`config.mk`:
```
export PLATFORM = sky130hd
export DESIGN_NAME = sseg_anim_controller
export DESIGN_NICKNAME = d
export VERILOG_FILES = /design/src/rtl/sseg_ctrl_pkg.sv /design/src/rtl/sseg_tick_gen.sv /design/src/rtl/sseg_anim_controller.sv
export SDC_FILE = /design/constraint.sdc
export NUM_CORES = 1
export LEC_CHECK = 0
export CAP_MARGIN = 20
export CORE_MARGIN = 3
export CORE_UTILIZATION = 48
export DETAILED_ROUTE_END_ITERATION = 8
export PLACE_DENSITY = 0.76
export SLEW_MARGIN = 20
export SYNTH_ARGS = -nofsm -noshare
export SYNTH_HDL_FRONTEND = slang
export SYNTH_SLANG_ARGS = --single-unit
```
`constraint.sdc`:
```
create_clock -name clk -period 1.9 [get_ports clk]
set_input_delay 0.38 -clock clk [delete_from_list [all_inputs] [get_ports clk]]
set_output_delay 0.38 -clock clk [all_outputs]
set_load 0.005 [all_outputs]
```
`src/rtl/sseg_ctrl_pkg.sv`:
```
// rtl/sseg_ctrl_pkg.sv - shared types and constants for the segment-chase controller
package sseg_ctrl_pkg;

  typedef enum logic [1:0] {
    IDLE  = 2'd0,
    RUN   = 2'd1,
    PAUSE = 2'd2
  } anim_state_t;

  localparam int NUM_DIGITS = 4;
  localparam int SEG_W      = 7;

  localparam logic [SEG_W-1:0]      SEG_BLANK = 7'h7F;
  localparam logic [NUM_DIGITS-1:0] AN_BLANK  = 4'hF;

  // Anode pattern with only digit k pulled low.
  function automatic logic [NUM_DIGITS-1:0] an_select(input logic [1:0] k);
    an_select = ~(4'b0001 << k);
  endfunction

endpackage

```
`src/rtl/sseg_tick_gen.sv`:
```
// rtl/sseg_tick_gen.sv - free-running divider producing a 1-cycle tick every DIV enabled cycles
module sseg_tick_gen #(
  parameter int DIV = 4
) (
  input  logic clk,
  input  logic rst_n,
  input  logic en,
  input  logic clr,
  output logic tick
);

  localparam int CW = (DIV > 1) ? $clog2(DIV) : 1;
  localparam logic [CW-1:0] LAST = CW'(DIV - 1);

  logic [CW-1:0] cnt;

  always_ff @(posedge clk) begin
    if (!rst_n) begin
      cnt <= '0;
    end else if (clr) begin
      cnt <= '0;
    end else if (en) begin
      cnt <= (cnt == LAST) ? '0 : cnt + 1'b1;
    end
  end

  // The counter holds while disabled, so a paused divider resumes mid-period.
  assign tick = en && !clr && (cnt == LAST);

endmodule

```
`src/rtl/sseg_anim_controller.sv`:
```
// rtl/sseg_anim_controller.sv - step sequencer and digit scanner for the 4-digit chase animation
// Optional duty-cycle dimming is built when SSEG_DIMMING_EN is defined.
module sseg_anim_controller
  import sseg_ctrl_pkg::*;
#(
  parameter int STEP_DIV  = 25_000_000,
  parameter int SCAN_DIV  = 100_000,
  parameter int NUM_STEPS = 8
) (
  input  logic        clk,
  input  logic        rst_n,
  input  logic        start,
  input  logic        stop,
  input  logic        dir,
  input  logic [1:0]  bright,
  input  logic [27:0] ssegValues,
  output logic [2:0]  step,
  output logic [3:0]  an,
  output logic [6:0]  seg,
  output logic        lap_done
);

  localparam logic [2:0] LAST_STEP = 3'(NUM_STEPS - 1);

  anim_state_t state, state_next;
  logic        step_tick;
  logic        scan_tick;
  logic        at_wrap;
  logic [1:0]  scan_k;
  logic [SEG_W-1:0] digit_seg;
  logic        lit;

  always_ff @(posedge clk) begin
    if (!rst_n) begin
      state <= IDLE;
    end else begin
      state <= state_next;
    end
  end

  // stop is checked first everywhere so it wins over a simultaneous start.
  always_comb begin
    state_next = state;
    case (state)
      IDLE:    if (!stop && start) state_next = RUN;
      RUN:     if (stop) state_next = PAUSE;
      PAUSE: begin
        if (stop) begin
          state_next = IDLE;
        end else if (start) begin
          state_next = RUN;
        end
      end
      default: state_next = IDLE;
    endcase
  end

  sseg_tick_gen #(.DIV(STEP_DIV)) u_step_tick (
    .clk   (clk),
    .rst_n (rst_n),
    .en    (state == RUN),
    .clr   (state == IDLE),
    .tick  (step_tick)
  );

  sseg_tick_gen #(.DIV(SCAN_DIV)) u_scan_tick (
    .clk   (clk),
    .rst_n (rst_n),
    .en    (state != IDLE),
    .clr   (state == IDLE),
    .tick  (scan_tick)
  );

  always_comb begin
    at_wrap = dir ? (step == 3'd0) : (step == LAST_STEP);
  end

  always_ff @(posedge clk) begin
    if (!rst_n) begin
      step     <= 3'd0;
      lap_done <= 1'b0;
    end else begin
      lap_done <= step_tick && at_wrap;
      if (state_next == IDLE) begin
        step <= 3'd0;
      end else if (step_tick) begin
        if (dir) begin
          step <= (step == 3'd0) ? LAST_STEP : step - 3'd1;
        end else begin
          step <= (step == LAST_STEP) ? 3'd0 : step + 3'd1;
        end
      end
    end
  end

  always_ff @(posedge clk) begin
    if (!rst_n) begin
      scan_k <= 2'd0;
    end else if (state == IDLE) begin
      scan_k <= 2'd0;
    end else if (scan_tick) begin
      scan_k <= scan_k + 2'd1;
    end
  end

  assign digit_seg = ssegValues[SEG_W*scan_k +: SEG_W];

`ifdef SSEG_DIMMING_EN
  localparam int SUB_DIV = SCAN_DIV / 4;
  localparam int PW = (SCAN_DIV > 1) ? $clog2(SCAN_DIV) : 1;

  logic [PW-1:0] slot_pos;
  logic [1:0]    bright_q;
  logic [1:0]    sub_idx;

  // slot_pos tracks the scan divider; bright is latched as each slot begins.
  always_ff @(posedge clk) begin
    if (!rst_n) begin
      slot_pos <= '0;
      bright_q <= 2'd0;
    end else if (state == IDLE || scan_tick) begin
      slot_pos <= '0;
      bright_q <= bright;
    end else begin
      slot_pos <= slot_pos + 1'b1;
    end
  end

  assign sub_idx = 2'(32'(slot_pos) / SUB_DIV);
  assign lit     = (sub_idx <= bright_q);
`else
  logic unused_bright;
  assign unused_bright = ^bright;
  assign lit           = 1'b1;
`endif

  // All anodes go dark on the scan-tick cycle so the old segments never flash on the new digit.
  always_ff @(posedge clk) begin
    if (!rst_n) begin
      an  <= AN_BLANK;
      seg <= SEG_BLANK;
    end else if (state == IDLE || !lit) begin
      an  <= AN_BLANK;
      seg <= SEG_BLANK;
    end else begin
      an  <= scan_tick ? AN_BLANK : an_select(scan_k);
      seg <= digit_seg;
    end
  end

endmodule

```
==> qor.yml <==
outcome: "finished, violations left"
violations: "setup timing"
clock_latency_ns: 0.34
r2r_cells: 5
die_x_um: 84.73
min_to: "u_scan_tick.cnt[0]"
core_um2: 5956
wl_per_cell_um: 14.54
dr.pass1.iters: 4
rsz0062_at_grt: "true"
hold_buffers: 0
worst_r2r_endpoint: "u_step_tick.cnt[21]"
postRouteAntennaNets: 0
diodes: 0
fmax_mhz: 522.0
finalHoldViolations: 0
start_kind: "flip-flop"
crit_fanout: 5
layout-drive-gt1-share: 0.1971
grt-ovfl-total: 0
final_area_um2: 4025
worst-setup-path-type: "flip-flop to flip-flop"
layout_common_cells: "dfxtp_1, clkdlybuf4s50_1, nor2_1"
antenna_found_initial: 0
min_from: "u_scan_tick.cnt[0]"
p_leak_nw: 1.306
finalCritPeriodShare: 1.008
hpwlAfterDp_mm: 5.013
synth-main-ff-cell: "dfxtp_1"
die_h_um: 84.73
drv_cap: 0
r2r_start: "u_step_tick.cnt[0]"
fin_cells: 486
finalWirelength_mm: 7.065
hold_path_depth: 1
pin_count: 50
ys_types: 43
grt_pass1_vias: 2715
synthArstFlopShare: 0
cts_made_buffers: 9
worstHoldPathType: "flip-flop to flip-flop"
worstMarginPinSlew_ns: 0.4772
htree_levels: 3
slew_violations: 0
skew_ns: 0.01058
yosys_warnings: 0
grt.total_usage: 0.2002
maxSlewHeadroom: 0.6797
drt_iter0_drc: 219
cts_root_buf: "clkbuf_8"
cts.path.max_buffers: 2
final_common_cell: "dfxtp_1"
grt_max_degree: 20
synth_seq_area_share: 0.4104
clkTransAtPathRegs_ns: 0.06
gp_congestion: 0.8459
vias_per_cell: 5.700
postSynthAreaPerCell_um2: 9.099
syn_inst: 327
power.density_nw_per_um2: 678.3
synth_area_um2: 2975
grt_pass1_wl_mm: 11.62
rrSetupSlack_ns: -0.02
fin_tns_setup_ns: -0.01572
cts_tree: "yes"
syn2layout_area_growth_pct: 35.28
place_ws_ns: -0.08424
dpl-instance-area_um2: 3715
worstPathArrival_ns: 2.14
crit_path_end_kind: "flip-flop"
synth_edf_count: 0
finalCriticalPeriod_ns: 1.916
ir_worst_vdd_uv: 473.4
clkSinkCount: 61
via_count: 2770
rows: 28
worst_slack_ns: -0.01572
die_area_um2: 7179
ys_ff_latch: 61
synth_nets: 372
drc: 0
cp.required_ns: 2.13
dp_cells: 466
nets: 451
numPortBuffers: 47
initial_core_util: 0.4996
finalSetupViolCount: 1
-- cells in the mapped netlist (2+ instances only) --
| master | instances | area (um^2) |
|---|---|---|
| xor2_1 | 5 | 43.79 |
| and4_1 | 4 | 35.03 |
| nand4_1 | 10 | 62.56 |
| nand3_1 | 11 | 55.05 |
| mux4_2 | 7 | 157.7 |
| nor4b_1 | 3 | 26.28 |
| nor2_1 | 30 | 112.6 |
| or2_2 | 9 | 56.30 |
| and2_1 | 3 | 18.77 |
| nor3_1 | 6 | 30.03 |
| clkbuf_1 | 7 | 26.28 |
| or4b_2 | 2 | 20.02 |
| nor2b_1 | 5 | 31.28 |
| o21ai_0 | 16 | 80.08 |
| dfxtp_1 | 61 | 1221 |
| a21oi_1 | 23 | 115.1 |
| nand3b_1 | 3 | 22.52 |
| buf_6 | 2 | 22.52 |
| nand2_1 | 24 | 90.09 |
| or3_1 | 9 | 56.30 |
| xnor2_1 | 18 | 157.7 |
| nor4_1 | 9 | 56.30 |
| o41ai_1 | 2 | 17.52 |
| a31oi_1 | 2 | 12.51 |
| or4_1 | 9 | 67.56 |
| ha_1 | 10 | 125.1 |
| and3_1 | 3 | 18.77 |
| or3_2 | 2 | 15.01 |
| o211ai_1 | 2 | 15.01 |
| o31ai_1 | 6 | 45.04 |
| inv_1 | 12 | 45.04 |
-- timing repair --
action | 4_1_cts | 5_1_grt
gates resized for setup | 1 | 14
endpoints found under the setup margin | 5 | 8
buffers inserted | 0 | 3
hold endpoints to repair | 0 | 0
pin swaps | 1 | 10
cloned | 0 | 1
-- power breakdown --
| part | internal (mW) | switching, mW | leakage, nW |
|---|---|---|---|
| clock network | 0.806 | 0.492 | 0.116 |
| logic | 0.0959 | 0.0448 | 0.695 |
| registers | 1.29 | 0.00496 | 0.494 |
-- flip-flops by register name, summed over array words and instances (netlist names) --
name and count:
u_step_tick.cnt 25, u_scan_tick.cnt 17, seg 7, an 4
step 3, scan_k 2, state 2, lap_done 1
-- through the flow --
step,hold WS (ns),util,power (mW)
final,0.4595,0.6758,2.730
after global placement,0.4281,0.6237,1.455
after global routing,0.4859,0.6758,2.826
after floorplan,0.4176,-,1.365
after CTS,0.4645,0.6622,2.747
after detailed placement,0.4388,0.6237,1.460
-- cell families after synthesis --
logic type,count (synthesis),synth area share
AO/OA/AOI/OAI,57,0.1114
XOR/XNOR,23,0.06770
adder cells (fa/ha/maj),10,0.04205
buffers and inverters,21,0.03154
flip-flops,61,0.4104
multiplexers,7,0.05299
AND/OR/NAND/NOR,148,0.2838
-- worst max path at each step --
stage | startpoint | end | slack, ns | depth (start not counted)
after floorplan | u_step_tick.cnt[1] | u_step_tick.cnt[22] | -0.06 | 6
after global placement | stop | step[1] | -0.04 | 5
after detailed placement | stop | step[0] | -0.08 | 5
after CTS | u_step_tick.cnt[1] | u_step_tick.cnt[24] | 0.003 | 5
after global routing | u_step_tick.cnt[1] | u_step_tick.cnt[21] | -0.08 | 5
final | u_step_tick.cnt[0] | u_step_tick.cnt[21] | -0.02 | 5
-- critical path: stages (launching register included) --
cell and delay, ns:
dfxtp_2 0.36, buf_6 0.11, nand4_1 0.11, or4_2 0.80
o31ai_2 0.34, a21oi_2 0.09
-- area by class of cell --
class	count	area [um^2]
timing repair buffer	76	715.7
sequential	61	1226
clock inverter	4	70.07
tap	75	93.84
inverter	12	45.04
multi-input combinational	246	1719
fill	520	1931
clock buffer	12	155.1
-- layer usage --
metal | vias to the layer above | share of wire | track usage | wire, um
li1 | 1363 | - | - | -
met1 | 1311 | 0.44 | 0.2448 | 3078
met2 | 79 | 0.49 | 0.3345 | 3445
met3 | 17 | 0.054 | 0.03631 | 382
met4 | 0 | 0.023 | 0.1050 | 159
met5 | - | 0 | 0 | 0
Power figures use the tool's default switching activity.
